## config.mk

```make
export PLATFORM = sky130hd
export DESIGN_NAME = pattern_loader
export DESIGN_NICKNAME = d
export VERILOG_FILES = /design/src/rtl/pattern_loader.sv
export SDC_FILE = /design/constraint.sdc
export NUM_CORES = 1
export LEC_CHECK = 0
export BUFFER_PORTS_ARGS = -buffer_cell sky130_fd_sc_hd__buf_4
export CORE_MARGIN = 3
export CORE_UTILIZATION = 58
export CTS_CLUSTER_SIZE = 14
export DETAILED_ROUTE_END_ITERATION = 16
export GPL_TIMING_DRIVEN = 0
export PLACE_DENSITY = 0.83
export SYNTH_ARGS = -nofsm -noshare
export SYNTH_HDL_FRONTEND = slang
export SYNTH_SLANG_ARGS = --single-unit
```

## constraint.sdc

```tcl
create_clock -name sclk -period 6.51 [get_ports sclk]
set_clock_uncertainty 0.2 [all_clocks]
set_input_delay 0.9765 -clock sclk [delete_from_list [all_inputs] [get_ports sclk]]
set_output_delay 0.9765 -clock sclk [all_outputs]
set_load 0.05 [all_outputs]
```

## src/rtl/pattern_loader.sv

```systemverilog
// rtl/pattern_loader.sv - byte-stream to serial loader for the pattern buffer; optional readback via PATTERN_LOADER_READBACK_EN
module pattern_loader #(
    parameter int buffer_width = 8,
    parameter int buffer_size  = 32,
    parameter int count_width  = 5
) (
    input  logic                    sclk,
    input  logic                    rst,
    input  logic                    start,
    input  logic                    abort,
    input  logic [buffer_width-1:0] in_data,
    input  logic                    in_valid,
    output logic                    in_ready,
    output logic                    busy,
    output logic                    done,
    output logic                    ssel,
    output logic                    sin,
    input  logic                    sout,
`ifdef PATTERN_LOADER_READBACK_EN
    output logic [buffer_width-1:0] rd_data,
    output logic                    rd_valid,
`endif
    output logic [count_width:0]    bytes_sent
);

    localparam int bit_cw = $clog2(buffer_width);
    localparam logic [bit_cw-1:0]    last_bit  = bit_cw'(buffer_width - 1);
    localparam logic [bit_cw-1:0]    pre_last  = bit_cw'(buffer_width - 2);
    localparam logic [count_width:0] last_byte = (count_width + 1)'(buffer_size - 1);

    typedef enum logic [1:0] {
        IDLE,
        WAIT_BYTE,
        SHIFT
    } state_t;

    state_t                  state;
    logic [buffer_width-2:0] pending;
    logic [bit_cw-1:0]       bit_cnt;
    logic                    accept;

    assign accept = in_valid & in_ready;
    assign busy   = (state != IDLE);

    // pending holds the bits still to be driven on sin; its top bit is the next one out
    always_ff @(posedge sclk) begin
        done <= 1'b0;
        if (rst) begin
            state      <= IDLE;
            in_ready   <= 1'b0;
            ssel       <= 1'b0;
            sin        <= 1'b0;
            bytes_sent <= '0;
            pending    <= '0;
            bit_cnt    <= '0;
        end else if (abort) begin
            state    <= IDLE;
            in_ready <= 1'b0;
            ssel     <= 1'b0;
            sin      <= 1'b0;
            bit_cnt  <= '0;
        end else begin
            case (state)
                IDLE: begin
                    if (start) begin
                        state      <= WAIT_BYTE;
                        in_ready   <= 1'b1;
                        bytes_sent <= '0;
                    end
                end
                WAIT_BYTE: begin
                    if (accept) begin
                        state    <= SHIFT;
                        in_ready <= 1'b0;
                        ssel     <= 1'b1;
                        sin      <= in_data[buffer_width-1];
                        pending  <= in_data[buffer_width-2:0];
                        bit_cnt  <= '0;
                    end
                end
                SHIFT: begin
                    if (bit_cnt == last_bit) begin
                        bytes_sent <= bytes_sent + 1'b1;
                        in_ready   <= 1'b0;
                        if (bytes_sent == last_byte) begin
                            state <= IDLE;
                            ssel  <= 1'b0;
                            sin   <= 1'b0;
                            done  <= 1'b1;
                        end else if (accept) begin
                            ssel    <= 1'b1;
                            sin     <= in_data[buffer_width-1];
                            pending <= in_data[buffer_width-2:0];
                            bit_cnt <= '0;
                        end else begin
                            state    <= WAIT_BYTE;
                            in_ready <= 1'b1;
                            ssel     <= 1'b0;
                            sin      <= 1'b0;
                        end
                    end else begin
                        sin     <= pending[buffer_width-2];
                        pending <= {pending[buffer_width-3:0], 1'b0};
                        bit_cnt <= bit_cnt + 1'b1;
                        // open the next-byte window during the final bit period
                        if (bit_cnt == pre_last) begin
                            in_ready <= (bytes_sent != last_byte);
                        end
                    end
                end
                default: begin
                    state <= IDLE;
                end
            endcase
        end
    end

`ifdef PATTERN_LOADER_READBACK_EN
    logic [buffer_width-2:0] rd_shreg;

    // sout is the old bit leaving the buffer on the same edge sin enters it
    always_ff @(posedge sclk) begin
        rd_valid <= 1'b0;
        if (rst) begin
            rd_shreg <= '0;
            rd_data  <= '0;
        end else if (abort) begin
            rd_shreg <= '0;
        end else if (state == SHIFT) begin
            rd_shreg <= {rd_shreg[buffer_width-3:0], sout};
            if (bit_cnt == last_bit) begin
                rd_data  <= {rd_shreg, sout};
                rd_valid <= 1'b1;
            end
        end
    end
`else
    logic unused_sout;
    assign unused_sout = sout;
`endif

endmodule
```

==> results.py <==
metrics = {
    "outcome": {
        "status": "complete, no violations",
    },
    "cts": {
        "htreeDepth": 1,
        "post_cts_buffers": 0,
        "cts_root_buf": "clkbuf_4",
        "cts_resized": 0,
        "postCtsHoldBufs": 0,
        "path_clk_slew_ns": 0.13,
        "clk-insertion-delay-late_ns": 0.31,
        "cts_sinks": 22,
        "cts-buffers-inserted": 3,
        "clockBufferDepth": 2,
        "cts_tree": "built",
    },
    "power_and_ir_drop": {
        "internal-power_w": 0.0001902,
        "combPwrFrac_pct": 18.3,
        "swShare_pct": 28.24,
        "p_sw_w": 0.00007483,
        "clock_power_share_pct": 28.7,
        "power_density_nw_per_um2": 170.0,
        "vdd_drop_max_mv": 0.1513,
        "p_leak_nw": 0.6980,
        "seq_power_share_pct": 53.0,
    },
    "placed_design": {
        "gp_congestion": 0.8673,
        "io_buffers": 23,
        "place_hpwl_mm": 2.429,
        "placedCellCount": 211,
        "place_area_sq_um": 1523,
    },
    "route": {
        "vias_per_cell": 6.051,
        "antenna_left": 0,
        "drtPass1Iterations": 4,
        "vias": 1301,
        "drcViolationCount": 0,
        "drt-initial-drc-count": 50,
        "wire_per_inst_um": 14.86,
        "drt-total-wl_mm": 3.194,
    },
    "yosys": {
        "netlist.area_leader.share_pct": 33.46,
        "async_flop_share_pct": 0,
        "synth_largest_area_cell": "dfxtp_1",
        "netlist_area_sq_um": 1316,
        "synthTopCellsByArea": "dfxtp_1 33%, ha_1 9.5%, a21oi_1 4.6%, o211a_1 4.6%, nor3_1 3.8%",
        "seq_area_frac_synth_pct": 33.46,
        "ys_ff_latch": 22,
        "synth.distinct_cells": 39,
        "synth_flop_cell": "dfxtp_1",
        "synth_edf_count": 0,
        "yosys_warnings": 0,
        "synth_area_per_cell_sq_um": 8.176,
        "postSynthCellCount": 161,
        "synth_nets": 185,
        "yosysMostFrequentCell": "dfxtp_1",
        "synth_commonest_cells": "22 x dfxtp_1, 12 x a21oi_1, 12 x nor2_1, 11 x nand2_1",
    },
    "sta": {
        "post-route-min-period_ns": 2.548,
        "fmax_mhz": 392.5,
        "finalSetupViolCount": 0,
        "relSlewSlack_pct": 52.53,
        "report.final.hold_viol_count": 0,
        "fin_hold_ws_ns": 0.3138,
        "grt_setup_unrepaired": "false",
        "worst_pin_slew_ns": 0.7060,
        "setup_tns_ns": 0,
        "finalCritPeriodShare_pct": 39.14,
        "slew_viol_final": 0,
    },
    "global_route": {
        "grt_overflow": 0,
        "grt_pass1_vias": 1190,
        "antenna_found_initial": 0,
        "grt_usage_pct": 24.01,
        "grt_pass1_wl_mm": 5.154,
        "grt_start_max_net_pins": 13,
    },
    "floorplanning": {
        "die_h_um": 53.64,
        "rows": 16,
        "die_w_um": 53.64,
        "io_pins": 25,
        "die_area_sq_um": 2877,
        "core_area_sq_um": 2062,
        "start_util_pct": 63.83,
    },
    "critical_path": {
        "crit_slowest_cell": "dfxtp_1",
        "crit_end": "busy",
        "critical_path.top_delay_family": "flip-flops",
        "critPathMostFrequentCell": "inv_1",
        "crit-reg2reg-launch": "state[0]",
        "worstReg2RegEnd": "bytes_sent[5]",
        "r2r_slack_ns": 4.16,
        "cpPeakStageDelay_ns": 0.43,
        "start_kind": "flip-flop",
        "crit_start": "state[0]",
        "path_class": "reg2out",
        "worstPathArrival_ns": 1.37,
        "rr_worst_depth": 6,
        "cp.required_ns": 5.33,
        "worst-path-buf-inv": 3,
        "cp.depth": 4,
        "crit_chain": "inv_1 > ha_1 > inv_1 > buf_4",
        "cp-end-kind": "primary output",
        "worstPathMaxFanout": 5,
    },
    "min_path": {
        "min_path_type": "reg2reg",
    },
    "final_layout": {
        "multi_input_area_sq_um": 819.5,
        "area.sequential_sq_um": 440.4,
        "fillers": 162,
        "drive_gt1_share_pct": 17.55,
        "design_area_sq_um": 1559,
        "synthToLayoutAreaGrowth_pct": 18.44,
        "nets": 213,
        "fin_cells": 215,
        "antenna-diode-count": 0,
    },
    "run": {
        "cap_violations": 0,
    },
}
power groups by stage:
| stage | clock network (W) | logic [W] | registers [W] |
|---|---|---|---|
| floorplan | 0 | 0.0000250 | 0.000149 |
| global placement | 0 | 0.0000459 | 0.000143 |
| detailed placement | 0 | 0.0000477 | 0.000143 |
| CTS | 0.0000784 | 0.0000478 | 0.000140 |
| global route | 0.0000826 | 0.0000520 | 0.000141 |
| finish | 0.0000761 | 0.0000484 | 0.000140 |
cell type report:
cell class                 count  share of cell area [%]
multi-input combinational    124                   52.57
sequential                    22                   28.25
tap                           27                   2.167
timing repair buffer          23                   11.08
buffer                         7                   1.685
clock buffer                   4                   2.327
inverter                       8                   1.926
cells in the final DEF (no fill, tap or decap), drive strengths merged, types with 6 or more instances in the layout:
cell	count
buf	23
dfxtp	22
nor2	12
a21oi	12
nand2	11
clkbuf	11
nor3	10
o21ai	10
ha	10
inv	8
o211a	6
state kept, by name (all words and copies together), names as in the netlist:
register / cells
bit_cnt: 3
done: 1
sin: 1
state: 2
ssel: 1
in_ready: 1
pending: 7
bytes_sent: 6
worst min path at each step:
stage	cells past startpoint	slack [ns]	to	from
after detailed placement	1	0.29	pending[6]	pending[6]
after global placement	2	0.28	pending[0]	pending[0]
after global routing	2	0.35	pending[0]	pending[0]
after floorplan	2	0.26	pending[0]	pending[0]
after CTS	2	0.31	pending[0]	pending[0]
final	2	0.31	pending[0]	pending[0]
through the flow:
stage	setup WS (ns)	util [%]	total power (W)
after floorplan	4.148	-	0.0001739
after global placement	3.983	73.85	0.0001891
after detailed placement	3.934	73.85	0.0001910
after CTS	3.961	75.61	0.0002666
after global routing	3.883	75.61	0.0002756
final	3.962	75.61	0.0002650
tightest hold or removal path, delay by kind of cell, from the launching register on:
kind               cells  cell delay [ns]
DFF                    1             0.34
and+or+nand+nor        1             0.07
AOI/OAI and AO/OA      1             0.07
per-layer routing:
| layer | wire length, um | vias up | GRT usage, % |
|---|---|---|---|
| li1 | - | 643 | - |
| met1 | 1496 | 624 | 32.88 |
| met2 | 1515 | 32 | 39.59 |
| met3 | 160 | 2 | 2.493 |
| met4 | 21 | 0 | 7.234 |
| met5 | 0 | - | 0 |
kinds of logic after synthesis:
| logic type | after synthesis | share of synthesized area (%) |
|---|---|---|
| AO/OA/AOI/OAI | 52 | 27.76 |
| multiplexers | 1 | 0.7605 |
| adder cells (fa/ha/maj) | 10 | 9.506 |
| AND/OR/NAND/NOR | 60 | 23.57 |
| flip-flops | 22 | 33.46 |
| buffers and inverters | 15 | 4.278 |
| XOR/XNOR | 1 | 0.6655 |
Power figures use the tool's default switching activity.
